**src/rtl/fifo_pkg.sv**
```systemverilog
// rtl/fifo_pkg.sv - shared constants and helpers for the parametrised synchronous FIFO
package fifo_pkg;

    localparam int FIFO_MODE_REG  = 0;
    localparam int FIFO_MODE_FWFT = 1;

    function automatic int fifo_addr_w(input int depth);
        return $clog2(depth);
    endfunction

endpackage

```
**src/rtl/fifo_ptr_ctrl.sv**
```systemverilog
// rtl/fifo_ptr_ctrl.sv - pointers, occupancy, status flags and sticky error flags
module fifo_ptr_ctrl
    import fifo_pkg::*;
#(
    parameter int DEPTH    = 64,
    parameter int AF_LEVEL = DEPTH - 4,
    parameter int AE_LEVEL = 4,
    localparam int ADDR_W  = fifo_addr_w(DEPTH),
    localparam int CNT_W   = ADDR_W + 1
) (
    input  logic              clk,
    input  logic              rst,
    input  logic              flush,
    input  logic              winc,
    input  logic              rinc,
    input  logic              clr_err,
    output logic              w_en,
    output logic              r_en,
    output logic [ADDR_W-1:0] waddr,
    output logic [ADDR_W-1:0] raddr,
    output logic              wfull,
    output logic              rempty,
    output logic              almost_full,
    output logic              almost_empty,
    output logic [CNT_W-1:0]  count,
    output logic              overflow,
    output logic              underflow
);

    localparam logic [CNT_W-1:0] AF_CNT  = CNT_W'(AF_LEVEL);
    localparam logic [CNT_W-1:0] AE_CNT  = CNT_W'(AE_LEVEL);
    localparam logic [CNT_W-1:0] PTR_ONE = CNT_W'(1);

    logic [CNT_W-1:0] wptr_q, wptr_d;
    logic [CNT_W-1:0] rptr_q, rptr_d;
    logic [CNT_W-1:0] count_q, count_d;
    logic             wfull_q, wfull_d;
    logic             rempty_q, rempty_d;
    logic             almost_full_q, almost_full_d;
    logic             almost_empty_q, almost_empty_d;
    logic             overflow_q, overflow_d;
    logic             underflow_q, underflow_d;

    // Accept decisions use the registered flags; a flush cycle accepts nothing.
    assign w_en = winc & ~wfull_q & ~flush;
    assign r_en = rinc & ~rempty_q & ~flush;

    always_comb begin
        wptr_d = wptr_q;
        rptr_d = rptr_q;
        if (flush) begin
            wptr_d = '0;
            rptr_d = '0;
        end else begin
            if (w_en) wptr_d = wptr_q + PTR_ONE;
            if (r_en) rptr_d = rptr_q + PTR_ONE;
        end
        count_d        = wptr_d - rptr_d;
        wfull_d        = (wptr_d[ADDR_W] != rptr_d[ADDR_W]) &&
                         (wptr_d[ADDR_W-1:0] == rptr_d[ADDR_W-1:0]);
        rempty_d       = (wptr_d == rptr_d);
        almost_full_d  = (count_d >= AF_CNT);
        almost_empty_d = (count_d <= AE_CNT);
    end

    // Set beats clear when both happen together.
    always_comb begin
        overflow_d  = overflow_q;
        underflow_d = underflow_q;
        if (clr_err) begin
            overflow_d  = 1'b0;
            underflow_d = 1'b0;
        end
        if (!flush && winc && wfull_q)  overflow_d  = 1'b1;
        if (!flush && rinc && rempty_q) underflow_d = 1'b1;
    end

    always_ff @(posedge clk or posedge rst) begin
        if (rst) begin
            wptr_q         <= '0;
            rptr_q         <= '0;
            count_q        <= '0;
            wfull_q        <= 1'b0;
            rempty_q       <= 1'b1;
            almost_full_q  <= 1'b0;
            almost_empty_q <= 1'b1;
            overflow_q     <= 1'b0;
            underflow_q    <= 1'b0;
        end else begin
            wptr_q         <= wptr_d;
            rptr_q         <= rptr_d;
            count_q        <= count_d;
            wfull_q        <= wfull_d;
            rempty_q       <= rempty_d;
            almost_full_q  <= almost_full_d;
            almost_empty_q <= almost_empty_d;
            overflow_q     <= overflow_d;
            underflow_q    <= underflow_d;
        end
    end

    assign waddr        = wptr_q[ADDR_W-1:0];
    assign raddr        = rptr_q[ADDR_W-1:0];
    assign wfull        = wfull_q;
    assign rempty       = rempty_q;
    assign almost_full  = almost_full_q;
    assign almost_empty = almost_empty_q;
    assign count        = count_q;
    assign overflow     = overflow_q;
    assign underflow    = underflow_q;

endmodule

```
**src/rtl/fifo_sync_param.sv**
```systemverilog
// rtl/fifo_sync_param.sv - single-clock parametrised FIFO with registered or FWFT read
module fifo_sync_param
    import fifo_pkg::*;
#(
    parameter int WIDTH    = 8,
    parameter int DEPTH    = 64,
    parameter int AF_LEVEL = DEPTH - 4,
    parameter int AE_LEVEL = 4,
    parameter int FWFT     = 0,
    localparam int ADDR_W  = fifo_addr_w(DEPTH)
) (
    input  logic             clk,
    input  logic             rst,
    input  logic             flush,
    input  logic             winc,
    input  logic [WIDTH-1:0] wdata,
    output logic             wfull,
    input  logic             rinc,
    output logic [WIDTH-1:0] rdata,
    output logic             rempty,
    output logic             almost_full,
    output logic             almost_empty,
    output logic [ADDR_W:0]  count,
    output logic             overflow,
    output logic             underflow,
    input  logic             clr_err
);

    logic              w_en;
    logic              r_en;
    logic [ADDR_W-1:0] waddr;
    logic [ADDR_W-1:0] raddr;
    logic [WIDTH-1:0]  mem_q [DEPTH];
    logic [WIDTH-1:0]  rdata_q, rdata_d;

    fifo_ptr_ctrl #(
        .DEPTH    (DEPTH),
        .AF_LEVEL (AF_LEVEL),
        .AE_LEVEL (AE_LEVEL)
    ) u_ptr_ctrl (
        .clk          (clk),
        .rst          (rst),
        .flush        (flush),
        .winc         (winc),
        .rinc         (rinc),
        .clr_err      (clr_err),
        .w_en         (w_en),
        .r_en         (r_en),
        .waddr        (waddr),
        .raddr        (raddr),
        .wfull        (wfull),
        .rempty       (rempty),
        .almost_full  (almost_full),
        .almost_empty (almost_empty),
        .count        (count),
        .overflow     (overflow),
        .underflow    (underflow)
    );

    always_ff @(posedge clk) begin
        if (w_en) mem_q[waddr] <= wdata;
    end

    always_comb begin
        rdata_d = rdata_q;
        if (r_en) rdata_d = mem_q[raddr];
    end

    always_ff @(posedge clk or posedge rst) begin
        if (rst) rdata_q <= '0;
        else     rdata_q <= rdata_d;
    end

    // In FWFT mode the head word is shown directly; the register only backs the empty case.
    always_comb begin
        rdata = rdata_q;
        if ((FWFT == FIFO_MODE_FWFT) && !rempty) rdata = mem_q[raddr];
    end

endmodule
```
**config.mk**
```make
export PLATFORM = sky130hd
export DESIGN_NAME = fifo_sync_param
export DESIGN_NICKNAME = d
export VERILOG_FILES = /design/src/rtl/fifo_pkg.sv /design/src/rtl/fifo_ptr_ctrl.sv /design/src/rtl/fifo_sync_param.sv
export SDC_FILE = /design/constraint.sdc
export NUM_CORES = 1
export LEC_CHECK = 0
export BUFFER_PORTS_ARGS = -buffer_cell sky130_fd_sc_hd__buf_2
export CORE_MARGIN = 2
export CORE_UTILIZATION = 50
export DETAILED_ROUTE_END_ITERATION = 6
export GPL_TIMING_DRIVEN = 0
export PLACE_DENSITY = 0.71
export SYNTH_ARGS = -nofsm -noshare
export SYNTH_HDL_FRONTEND = slang
export SYNTH_HIERARCHICAL = 1
export SYNTH_SLANG_ARGS = --single-unit
```
**constraint.sdc**
```tcl
create_clock -name clk -period 2.9 [get_ports clk]
set_clock_uncertainty 0.15 [all_clocks]
set_input_delay 0.145 -clock clk [delete_from_list [all_inputs] [get_ports clk]]
set_output_delay 0.145 -clock clk [all_outputs]
set_load 0.02 [all_outputs]
```
Word level (Yosys, flattened, before mapping)
Memories as Yosys holds them, arrays and structs flattened. A register that Yosys moved wholly into a read port is not among the register bits.
Index checks and enable logic that the tools add are counted.
{"block": "totals", "ff_bits": 27, "mem_bits_rw": 512, "input_bits": 14, "output_inout_bits": 21, "elab_cells": 42, "n_memories": 1}
{"name": "mem_q", "words": 64, "word_bits": 8, "rd": 1, "rd_clocked_by_memory_dff": 1, "write_ports": 1, "line": "fifo_sync_param.sv:33", "text": "logic [WIDTH-1:0] mem_q [DEPTH];"}
{"block": "classes", "n_addsub": 3, "order_cmp": 2, "n_eq_ne": 3, "muxes": 9, "n_bitwise": 7, "n_reduce_logical": 8}
{"cell": "$mux 7", "count": 4}
{"cell": "$add 7x1->7 const B", "count": 2}
{"cell": "$eq 7x7->1", "count": 1}
{"cell": "$ge 7x6->1 const B", "count": 1}
{"cell": "$le 7x3->1 const B", "count": 1}
{"cell": "$sub 7x7->7", "count": 1}
{"cell": "$eq 6x6->1", "count": 1}
{"cell": "$logic_and 1x1->1", "count": 5}
{"cell": "$mux 1", "count": 5}
{"cell": "$and 1x1->1", "count": 4}
{"cell": "$reduce_bool 2->1", "count": 2}
{"cell": "$not 1->1", "count": 3}
{"cell": "$logic_not 1->1", "count": 1}
{"cell": "$ne 1x1->1", "count": 1}

Depth between registers and ports, before layout
{"block": "logic_depth", "depth_word": 7, "depth_mapped": 12, "depth_no_buf": 11}

Cells and area by module
The synthesis kept the hierarchy.
{"module": "fifo_sync_param", "instances": 1, "cells_each": 939, "area_per_inst_um2": 20233.2}
{"module": "fifo_ptr_ctrl", "instances": 1, "cells_each": 146, "area_per_inst_um2": 1526.5}

Least setup slack after synthesis
OpenSTA, ideal clock, no wires.
{"block": "synth_path", "path_type": "register to register", "start": "reg u_ptr_ctrl.wfull_q (netlist: u_ptr_ctrl/wfull)", "end": "reg u_ptr_ctrl.almost_full_q (netlist: u_ptr_ctrl/almost_full)", "setup_time_ps": 120, "arrival_ps": 2594, "slack_ps": 35, "path_stages_with_launch": 10, "synth_period_minus_slack_ps": 2865, "path_cell_list": "dfrtp_1 > nor3b_4 > nand4_1 > or3_1 > a21oi_1 > ha_1 > a21o_1 > a31oi_1 > xor2_2 > a41o_1"}
{"block": "synth_between", "elab_chain_cells": 7}
{"element": "start: declaration", "line": "fifo_ptr_ctrl.sv:37", "text": "logic wfull_q, wfull_d;"}
{"element": "start signal: assignment", "line": "fifo_ptr_ctrl.sv:93", "text": "wfull_q <= wfull_d;"}
{"element": "$not 1->1", "line": "fifo_ptr_ctrl.sv:45", "text": "assign w_en = winc & ~wfull_q & ~flush;"}
{"element": "$and 1x1->1 (2 in a row)", "line": "fifo_ptr_ctrl.sv:45"}
{"element": "named net w_en", "line": "fifo_sync_param.sv:29", "text": "logic w_en;"}
{"element": "$mux 7", "line": "fifo_ptr_ctrl.sv:55", "text": "if (w_en) wptr_d = wptr_q + PTR_ONE;"}
{"element": "$mux 7", "line": "fifo_ptr_ctrl.sv:51", "text": "if (flush) begin"}
{"element": "named net u_ptr_ctrl.wptr_d[5]", "line": "fifo_ptr_ctrl.sv:34", "text": "logic [CNT_W-1:0] wptr_q, wptr_d;"}
{"element": "$sub 7x7->7", "line": "fifo_ptr_ctrl.sv:58", "text": "count_d = wptr_d - rptr_d;"}
{"element": "named net u_ptr_ctrl.count_d[6]", "line": "fifo_ptr_ctrl.sv:36", "text": "logic [CNT_W-1:0] count_q, count_d;"}
{"element": "$ge 7x6->1", "line": "fifo_ptr_ctrl.sv:62", "text": "almost_full_d = (count_d >= AF_CNT);"}
{"element": "named net u_ptr_ctrl.almost_full_d", "line": "fifo_ptr_ctrl.sv:39", "text": "logic almost_full_q, almost_full_d;"}
{"element": "end signal: assignment", "line": "fifo_ptr_ctrl.sv:95", "text": "almost_full_q <= almost_full_d;"}
{"element": "end: declaration", "line": "fifo_ptr_ctrl.sv:39"}
The timed path passes the listed nets, and every way through them passes these cells.
A chain may end at the register's enable or synchronous reset.

Worst setup path after layout
{"block": "layout_path", "start": "reg u_ptr_ctrl.wptr_q[1]", "end": "mem mem_q[35][5], enable pin"}
{"element": "start: declaration", "line": "fifo_ptr_ctrl.sv:34"}
{"element": "start signal: assignment", "line": "fifo_ptr_ctrl.sv:90", "text": "wptr_q <= wptr_d;"}
{"element": "end: declaration", "line": "fifo_sync_param.sv:33"}
Straight into the memory's write port.

==> results.sh <==
export IMPL_async_flop_share_pct=6.40
export IMPL_coreArea_um2=43000
export IMPL_drive_above_1_share_pct=29.7
export IMPL_antenna_found_initial=0
export IMPL_root_buffer="clkbuf_16"
export IMPL_cts_clk_slew_worst_paths_ns=0.06
export IMPL_nNetsFinal=1213
export IMPL_routedWlPerCell_um=25.2
export IMPL_drv_cap=0
export IMPL_clock_sinks=547
export IMPL_violations="negative setup slack"
export IMPL_whs_path_depth=3
export IMPL_cts_tree="built"
export IMPL_finalMaxSlewViolations=0
export IMPL_power_density_nw_per_um2=710
export IMPL_slew_headroom_pct=12.7
export IMPL_synth_edff_count=512
export IMPL_place_congestion=0.814
export IMPL_rows=76
export IMPL_setup_tns_ns=-0.675
export IMPL_cp_end_kind="flop"
export IMPL_htreeDepth=2
export IMPL_rsz0062_at_grt="true"
export IMPL_die_area_um2=45200
export IMPL_wirelength_mm=45.9
export IMPL_synth_nets=1108
export IMPL_gr_total_overflow=0
export IMPL_syn2layout_area_growth_pct=13.5
export IMPL_die_h_um=213
export IMPL_portBuffers=34
export IMPL_syn_inst=1085
export IMPL_diodes=0
export IMPL_antenna_left=0
export IMPL_worst_setup_path_type="flop to flop"
export IMPL_drt_iter0_drc=1333
export IMPL_drc=0
export IMPL_final_util_pct=57.5
export IMPL_tightest_slew_ns=1.31
export IMPL_rr_worst_depth=5
export IMPL_yosys_register_bits=547
export IMPL_ys_warnings_count=6
export IMPL_worst_path_max_fanout=10
export IMPL_synth_area_um2=21800
export IMPL_cp_slowest_cell="nor2_1"
export IMPL_vias=10700
export IMPL_hold_viol_final=0
export IMPL_total_leakage_power_nw=7.85
export IMPL_ys_seq_area_share_pct=74.7
export IMPL_power_w=0.0175
export IMPL_initial_core_util_pct=50.6
export IMPL_start_kind="flop"
export IMPL_io_pins=35
export IMPL_grt_use_total_pct=21.1
export IMPL_fin_crit_ns=2.95
export IMPL_clk_latency_ns=0.61
export IMPL_worst_path_largest_cell_delay_ns=0.82
export IMPL_yosys_cell_types_count=52
export IMPL_clock_fmax_mhz=339
export IMPL_grt_first_pass_wirelength_mm=68.6
export IMPL_grt_pass1_vias=10900
export IMPL_worst_slack_ns=-0.0540
export IMPL_routed_via_density=5.88
export IMPL_firstDrtPassIters=5
export IMPL_finalCritPeriodShare_pct=102
export IMPL_status="finished with violations"
export IMPL_dieWidth_um=213
export IMPL_cts_buffer_depth=3
export IMPL_reg2reg_slack_ns=-0.05
export IMPL_worstHoldPathType="input port to flop"
export IMPL_cp_required_ns=2.97
export IMPL_cts_made_buffers=53
export IMPL_synth_flop_cell="edfxtp_1"
export IMPL_grt_max_degree=65
export IMPL_cp_cell_sequence="buf_4, clkbuf_1, nor2b_1, nand3_1, nor2_1"
export IMPL_syn_area_per_cell_um2=20.1
export IMPL_setup_viol=24
export IMPL_dp_final_hpwl_mm=28.5
export IMPL_cp_arrival_ns=3.03
export IMPL_ir_drop_mv=0.523
==> sequential cells by signal (all words and copies together) (netlist names) <==
| signal | count |
|---|---|
| u_ptr_ctrl/rptr_q | 7 |
| u_ptr_ctrl/wfull | 1 |
| u_ptr_ctrl/almost_full | 1 |
| rdata | 8 |
| u_ptr_ctrl/almost_empty | 1 |
| u_ptr_ctrl/underflow | 1 |
| u_ptr_ctrl/count | 7 |
| u_ptr_ctrl/wptr_q | 7 |
| u_ptr_ctrl/overflow | 1 |
| u_ptr_ctrl/rempty | 1 |
| mem_q | 512 |
==> cell type report <==
type	count	area, um2
buffer	67	407
inverter	21	78.8
timing repair buffer	51	319
fill	3189	18300
sequential	547	16300
clock buffer	62	1400
multi-input combinational	449	5200
clock inverter	37	305
tap	585	732
==> through the flow <==
stage | instances | setup WS [ns] | hold slack [ns] | area [um2]
after detailed placement | 1704 | -0.408 | 0.0247 | 22700
after floorplan | 1085 | 0.0351 | -0.189 | 21800
after CTS | 1813 | -0.0570 | 0.131 | 24500
after global routing | 1819 | -0.124 | 0.177 | 24700
final | 1819 | -0.0540 | 0.162 | 24700
after global placement | 1704 | -0.427 | 0.0189 | 22700
==> where the power goes <==
part	internal, W	total (W)	switching, W
sequential	0.00878	0.00889	0.000108
clock	0.00389	0.00677	0.00288
combinational	0.000809	0.00187	0.00106
==> critical path: cells and delay by family (launching register included) <==
family	cells	cell delay (ns)
AND/OR/NAND/NOR	3	1.51
buffers and inverters	2	0.48
flip-flops	1	0.42
==> final timing paths <==
check                                                 startpoint                               end
min in group asynchronous                                    rst  u_ptr_ctrl/almost_full$_DFF_PP0_
max in group asynchronous                                    rst        u_ptr_ctrl/wfull$_DFF_PP0_
worst max-delay path              u_ptr_ctrl/wptr_q[1]$_DFF_PP0_            mem_q[35][5]$_DFFE_PP_
worst min-delay path                                     clr_err  u_ptr_ctrl/underflow$_DFFE_PP0P_
worst min register to register  u_ptr_ctrl/underflow$_DFFE_PP0P_  u_ptr_ctrl/underflow$_DFFE_PP0P_
worst max register to register    u_ptr_ctrl/wptr_q[1]$_DFF_PP0_            mem_q[35][5]$_DFFE_PP_
==> layer usage <==
layer  GRT usage [%]  vias to the layer above  wire length, um  part of all wire, %
met1            30.5                     5606            19600                   43
met4            8.01                        0             1420                  3.1
met5               0                        -                0                    0
li1                -                     4610                -                    -
met3            3.65                       85             3130                  6.8
met2            32.6                      386            21800                   47
==> placed cells by master, fill, tap and decap left out, drive strengths merged, types with 7 or more instances in the layout <==
master / Yosys / layout
edfxtp: 512 / 512
mux4: 120 / 120
clkbuf: 24 / 89
buf: 44 / 84
nor2: 82 / 82
mux2i: 42 / 42
dfrtp: 33 / 33
mux2: 32 / 32
clkinv: 0 / 27
inv: 21 / 22
nand2: 19 / 19
o221ai: 16 / 16
a22oi: 16 / 16
nand3: 13 / 13
nor2b: 12 / 12
nand2b: 10 / 10
o22ai: 9 / 9
a221oi: 9 / 9
xor2: 9 / 9
ha: 8 / 8
dlygate4sd3: 0 / 7
nand4: 7 / 7
==> repair_timing <==
item	CTS	global route
resized for setup	14	50
pin swaps	1	6
setup endpoints to repair	92	362
setup buffers	4	6
hold buffers	7	0
hold endpoints to repair	42	0
==> Yosys cell counts (16+ instances only) <==
cell type	count	area (um2)
o221ai_1	16	140
mux2_2	32	360
mux2i_1	41	410
clkbuf_1	24	90.1
nor2_1	82	308
dfrtp_1	33	826
nand2_1	19	71.3
buf_2	20	100
mux4_2	120	2700
edfxtp_1	512	15400
a22oi_1	16	120
inv_1	21	78.8
==> cell families after synthesis <==
group,count (synthesis),share of synthesized area [%]
adder cells (fa/ha/maj),9,0.552
AO/OA/AOI/OAI,63,2.21
flip-flops,547,74.7
multiplexers,194,16.0
AND/OR/NAND/NOR,169,3.81
buffers and inverters,89,2.08
XOR/XNOR,14,0.633
No activity file was read; power rests on OpenSTA's default activity.
